**src/rtl/seven_seg_scan_ctrl.sv**
```systemverilog
// Time-multiplexed scan controller for a common-anode multi-digit 7-segment display.
// Drives one shared external hex decoder and double-buffers the displayed value to frame boundaries.
module seven_seg_scan_ctrl #(
    parameter int NUM_DIGITS   = 4,
    parameter int SLOT_CYCLES  = 50000,
    parameter int BLANK_CYCLES = 16
) (
    input  logic                    clk,
    input  logic                    rst_n,
    input  logic                    enable,
    input  logic                    load_valid,
    output logic                    load_ready,
    input  logic [4*NUM_DIGITS-1:0] load_value,
    input  logic [NUM_DIGITS-1:0]   load_blank,
    input  logic                    lz_suppress,
    output logic [3:0]              dec_nibble,
    input  logic [6:0]              dec_seg_n,
    output logic [6:0]              seg_n,
    output logic [NUM_DIGITS-1:0]   an_n,
    output logic                    frame_done
);

    // state | meaning
    // IDLE  | display dark, idx held at 0, pending value may transfer
    // BLANK | all anodes off while seg_n settles on digit idx
    // DRIVE | anode idx on (unless digit idx is blanked)
    typedef enum logic [1:0] {
        S_IDLE  = 2'd0,
        S_BLANK = 2'd1,
        S_DRIVE = 2'd2
    } state_t;

    localparam int MAXC = (SLOT_CYCLES > BLANK_CYCLES) ? SLOT_CYCLES : BLANK_CYCLES;
    localparam int CW   = $clog2(MAXC + 1);
    localparam int IW   = $clog2(NUM_DIGITS);

    localparam logic [CW-1:0] SLOT_TC  = CW'(SLOT_CYCLES - 1);
    localparam logic [CW-1:0] BLANK_TC = CW'(BLANK_CYCLES - 1);
    localparam logic [IW-1:0] LAST_IDX = IW'(NUM_DIGITS - 1);

    state_t                  state_q, state_d;
    logic [IW-1:0]           idx_q, idx_d;
    logic [CW-1:0]           cnt_q, cnt_d;
    logic                    pending_q;
    logic [4*NUM_DIGITS-1:0] shadow_val_q, active_val_q;
    logic [NUM_DIGITS-1:0]   shadow_mask_q, active_mask_q;
    logic [6:0]              seg_q, seg_d;
    logic [NUM_DIGITS-1:0]   an_q, an_d;
    logic [NUM_DIGITS-1:0]   blanked;
    logic                    all_zero;
    logic                    transfer;
    logic                    frame_end;
    logic                    accept;

    assign load_ready = ~pending_q;
    assign accept     = load_valid & ~pending_q;
    assign dec_nibble = active_val_q[{idx_q, 2'b00} +: 4];
    assign seg_n      = seg_q;
    assign an_n       = an_q;
    assign frame_done = frame_end;

    // Zero suppression walks down from the most significant digit; digit 0 is always shown.
    always_comb begin
        blanked  = '0;
        all_zero = 1'b1;
        for (int i = NUM_DIGITS - 1; i >= 0; i--) begin
            all_zero   = all_zero & (active_val_q[4*i +: 4] == 4'd0);
            blanked[i] = active_mask_q[i] | (lz_suppress & (i != 0) & all_zero);
        end
    end

    always_comb begin
        state_d   = state_q;
        idx_d     = idx_q;
        cnt_d     = cnt_q + CW'(1);
        transfer  = 1'b0;
        frame_end = 1'b0;
        case (state_q)
            S_IDLE: begin
                idx_d    = '0;
                cnt_d    = '0;
                transfer = pending_q;
                if (enable) begin
                    state_d = S_BLANK;
                end
            end
            S_BLANK: begin
                if (cnt_q == BLANK_TC) begin
                    state_d = S_DRIVE;
                    cnt_d   = '0;
                end
            end
            S_DRIVE: begin
                if (cnt_q == SLOT_TC) begin
                    state_d = S_BLANK;
                    cnt_d   = '0;
                    if (idx_q == LAST_IDX) begin
                        idx_d     = '0;
                        frame_end = 1'b1;
                        transfer  = pending_q;
                    end else begin
                        idx_d = idx_q + IW'(1);
                    end
                end
            end
            default: begin
                state_d = S_IDLE;
                idx_d   = '0;
                cnt_d   = '0;
            end
        endcase
        // Disable aborts the frame: no frame_done, and any transfer waits for IDLE.
        if (!enable) begin
            state_d   = S_IDLE;
            idx_d     = '0;
            cnt_d     = '0;
            frame_end = 1'b0;
            if (state_q != S_IDLE) begin
                transfer = 1'b0;
            end
        end
    end

    always_comb begin
        an_d = '1;
        if (state_d == S_DRIVE && !blanked[idx_d]) begin
            an_d[idx_d] = 1'b0;
        end
        seg_d = (state_d == S_IDLE || blanked[idx_q]) ? 7'h7F : dec_seg_n;
    end

    always_ff @(posedge clk or negedge rst_n) begin
        if (!rst_n) begin
            state_q       <= S_IDLE;
            idx_q         <= '0;
            cnt_q         <= '0;
            pending_q     <= 1'b0;
            shadow_val_q  <= '0;
            shadow_mask_q <= '0;
            active_val_q  <= '0;
            active_mask_q <= '0;
            seg_q         <= 7'h7F;
            an_q          <= '1;
        end else begin
            state_q <= state_d;
            idx_q   <= idx_d;
            cnt_q   <= cnt_d;
            seg_q   <= seg_d;
            an_q    <= an_d;
            if (accept) begin
                shadow_val_q  <= load_value;
                shadow_mask_q <= load_blank;
                pending_q     <= 1'b1;
            end else if (transfer) begin
                pending_q <= 1'b0;
            end
            if (transfer) begin
                active_val_q  <= shadow_val_q;
                active_mask_q <= shadow_mask_q;
            end
        end
    end

endmodule

```
**config.mk**
```make
export PLATFORM = sky130hd
export DESIGN_NAME = seven_seg_scan_ctrl
export DESIGN_NICKNAME = d
export VERILOG_FILES = /design/src/rtl/seven_seg_scan_ctrl.sv
export SDC_FILE = /design/constraint.sdc
export NUM_CORES = 1
export LEC_CHECK = 0
export ABC_AREA = 1
export CAP_MARGIN = 10
export CORE_UTILIZATION = 40
export DETAILED_ROUTE_END_ITERATION = 8
export GPL_TIMING_DRIVEN = 1
export PLACE_DENSITY_LB_ADDON = 0.08
export SLEW_MARGIN = 5
export SYNTH_ARGS = -nofsm -noshare
export SYNTH_HDL_FRONTEND = slang
export SYNTH_SLANG_ARGS = --single-unit
```
**constraint.sdc**
```tcl
create_clock -name clk -period 1.5 [get_ports clk]
set_clock_uncertainty 0.05 [all_clocks]
set_input_delay 0.225 -clock clk [delete_from_list [all_inputs] [get_ports clk]]
set_output_delay 0.225 -clock clk [all_outputs]
set_load 0.03 [all_outputs]
```
==> run_results.csv <==
group,metric,value,unit
outcome,status,"finished with violations",
outcome,failed_checks,"setup timing",
sta,worst_pin_slew,431,ps
routing,wl_per_cell,14.3,µm
placed_design,post_dp_cell_area,4470,µm²
sta,tns,-13570,ps
power,power_density,1090,nW/µm²
routing,drc_errors,0,
yosys,synth_warnings,0,
cells_and_area,finalNetCount,545,
setup_path,crit_type,"reg2out",
hold_path,hp-class,"in2reg",
routing,drtAntennaViolNets,0,
global_route,grt_max_degree,73,
routing,routed_wl,8830,µm
die,die_y,94.4,µm
sta,rsz0062_at_grt,"true",
global_route,grt_pass1_vias,3121,
setup_path,critPathMaxStageDelay,400,ps
global_route,grt_pass1_wl,14500,µm
clock_tree,clk_pin_slew,80,ps
clock_tree,cts_inserted_buffers,9,
yosys,avgSynthCellArea,9.15,µm²
setup_path,cp.required,1220,ps
routing,vias,3024,
power,ir_worst_vdd,0.000748,V
yosys,yosysSeqAreaShare,0.532,
sta,finalCritPeriodShare,1.25,
global_route,grt_use_total,0.213,
clock_tree,cts_tree,"built",
cells_and_area,num_antenna_cells,0,
global_route,antenna_found_initial,0,
yosys,syn_inst,373,
setup_path,cp_slowest_cell,"dfrtp_1",
placed_design,io_buffers,48,
job,drv_cap,0,
clock_tree,cts_buffer_depth,2,
yosys,synth_cell_types,36,
cells_and_area,final_layout_size_suffix_gt1_frac,0.484,
setup_path,worstPathArrival,1600,ps
die,die_area,8910,µm²
sta,finalSetupViolCount,57,
sta,fmax,532,MHz
sta,finalHoldViolCount,0,
setup_path,crit_path_end_kind,"output port",
power,power.leakage,0.00250,µW
power,total_power,5890,µW
sta,post-route-min-period,1880,ps
clock_tree,clk-insertion-delay-late,350,ps
sta,slew_headroom,0.713,
sta,holdWs,364,ps
clock_tree,root_buffer,"clkbuf_8",
global_route,grt-ovfl-total,0,
yosys,syn_area,3410,µm²
die,initial_core_util,0.415,
cells_and_area,layout_common_cells,"dfrtp_1 (61), buf_4 (61), nand2_1 (51)",
cells_and_area,area_delta_synth_final,58.0,%
placed_design,globalplace.congestion,0.824,
die,rows,33,
sta,fin_ws,-378,ps
yosys,ys_ff_latch,72,
cells_and_area,fin_util,0.656,
clock_tree,numClockSinks,72,
die,io_pins,49,
setup_path,startpoint_type,"register",
placed_design,hpwl,5320,µm
die,die_w,94.4,µm
routing,firstDrtPassIters,6,
routing,vias_per_cell,4.90,
die,core-area,8220,µm²
setup_path,path_cells,"ha_4 -> nand3_4 -> nor2_4 -> nand3_2 -> nor3_4 -> buf_4 -> buf_6",
cells_and_area,fin_area,5390,µm²
sta,maxSlewViolCount,0,
routing,drtIter0Drc,122,
setup_path,crit_fanout,2,
yosys,syn_nets,411,
clock_tree,cts_max_level,3,
-- logic make-up after synthesis --
family                   after synthesis  synth area share
AND/OR/NAND/NOR                      191             0.252
flip-flops                            72             0.532
buffers and inverters                 46            0.0594
AO/OA/AOI/OAI                         33            0.0561
multiplexers                          20            0.0660
adder cells (fa/ha/maj)                6            0.0220
XOR/XNOR                               5            0.0128
-- timing repair --
action	CTS	global route
pin swaps	19	22
setup endpoints to repair	68	57
gates resized for setup	129	46
buffers inserted	17	7
gates cloned	6	0
endpoints found under the hold margin	61	0
hold buffers	1	0
-- worst paths after layout --
kind,slack [ps],endpoint,cells past startpoint,startpoint
setup / recovery,-380,frame_done,7,cnt_q[1]
hold / removal,360,seg_n[6],2,dec_seg_n[6]
setup reg to reg,-330,active_val_q[15],11,cnt_q[1]
hold reg to reg,450,active_mask_q[1],2,active_mask_q[1]
max in group asynchronous,670,seg_n[0],3,rst_n
min in group asynchronous,370,cnt_q[13],3,rst_n
-- per-layer routing --
layer / vias up / global-route usage / wire length [µm]
met5: - / 0 / 0
met4: 0 / 0.0885 / 149
met3: 13 / 0.0419 / 227
met2: 53 / 0.365 / 4550
met1: 1466 / 0.262 / 3900
li1: 1492 / - / -
-- Yosys cell counts (all sizes together) --
cell type	n	area (µm²)
a211oi	1	7.51
a21oi	10	61.3
a22o	1	8.76
a31oi	1	6.26
buf	7	56.3
clkbuf	4	15.0
clkinv	1	3.75
dfrtp	61	1530
dfstp	11	289
ha	6	75.1
inv	34	128
mux2	20	225
nand2	92	353
nand3	36	190
nand3b	7	52.6
nand4	7	43.8
nor2	42	163
nor3	4	36.3
nor4	1	6.26
o21ai	15	75.1
o21bai	1	7.51
o22ai	4	25.0
or2	2	15.0
xnor2	2	17.5
xor2	3	26.3
-- state kept, by name, summed over array words and instances, names as in the netlist --
name / count
active_val_q: 16
cnt_q: 16
shadow_val_q: 16
seg_n: 7
active_mask_q: 4
an_n: 4
shadow_mask_q: 4
idx_q: 2
state_q: 2
pending_q: 1
-- final cells by class --
class	count	area, µm²
Timing Repair Buffer	131	1240
Inverter	35	143
Fill cell	672	2830
Clock buffer	9	124
Multi-Input combinational cell	258	1820
Clock inverter	7	120
Tap cell	105	131
Sequential cell	72	1820
-- per-stage QoR --
stage | instances | worst slack [ps]
after floorplan | 373 | -366
after global placement | 574 | -215
after detailed placement | 574 | -247
after CTS | 614 | -389
after global routing | 617 | -465
final | 617 | -378
-- worst max-delay path, delay by kind of cell (launching register included) --
kind	cells	cell delay [ps]
AND/OR/NAND/NOR	4	440
buffers and inverters	2	240
flip-flops	1	400
adder cells (fa/ha/maj)	1	170
-- power breakdown --
group | leakage (µW) | switching (µW) | total (µW) | internal (µW)
sequential | 0.000887 | 231 | 2510 | 2280
clock | 0.000119 | 782 | 1890 | 1110
combinational | 0.00150 | 752 | 1490 | 736
Note: power is estimated with default switching activity, not from simulation.
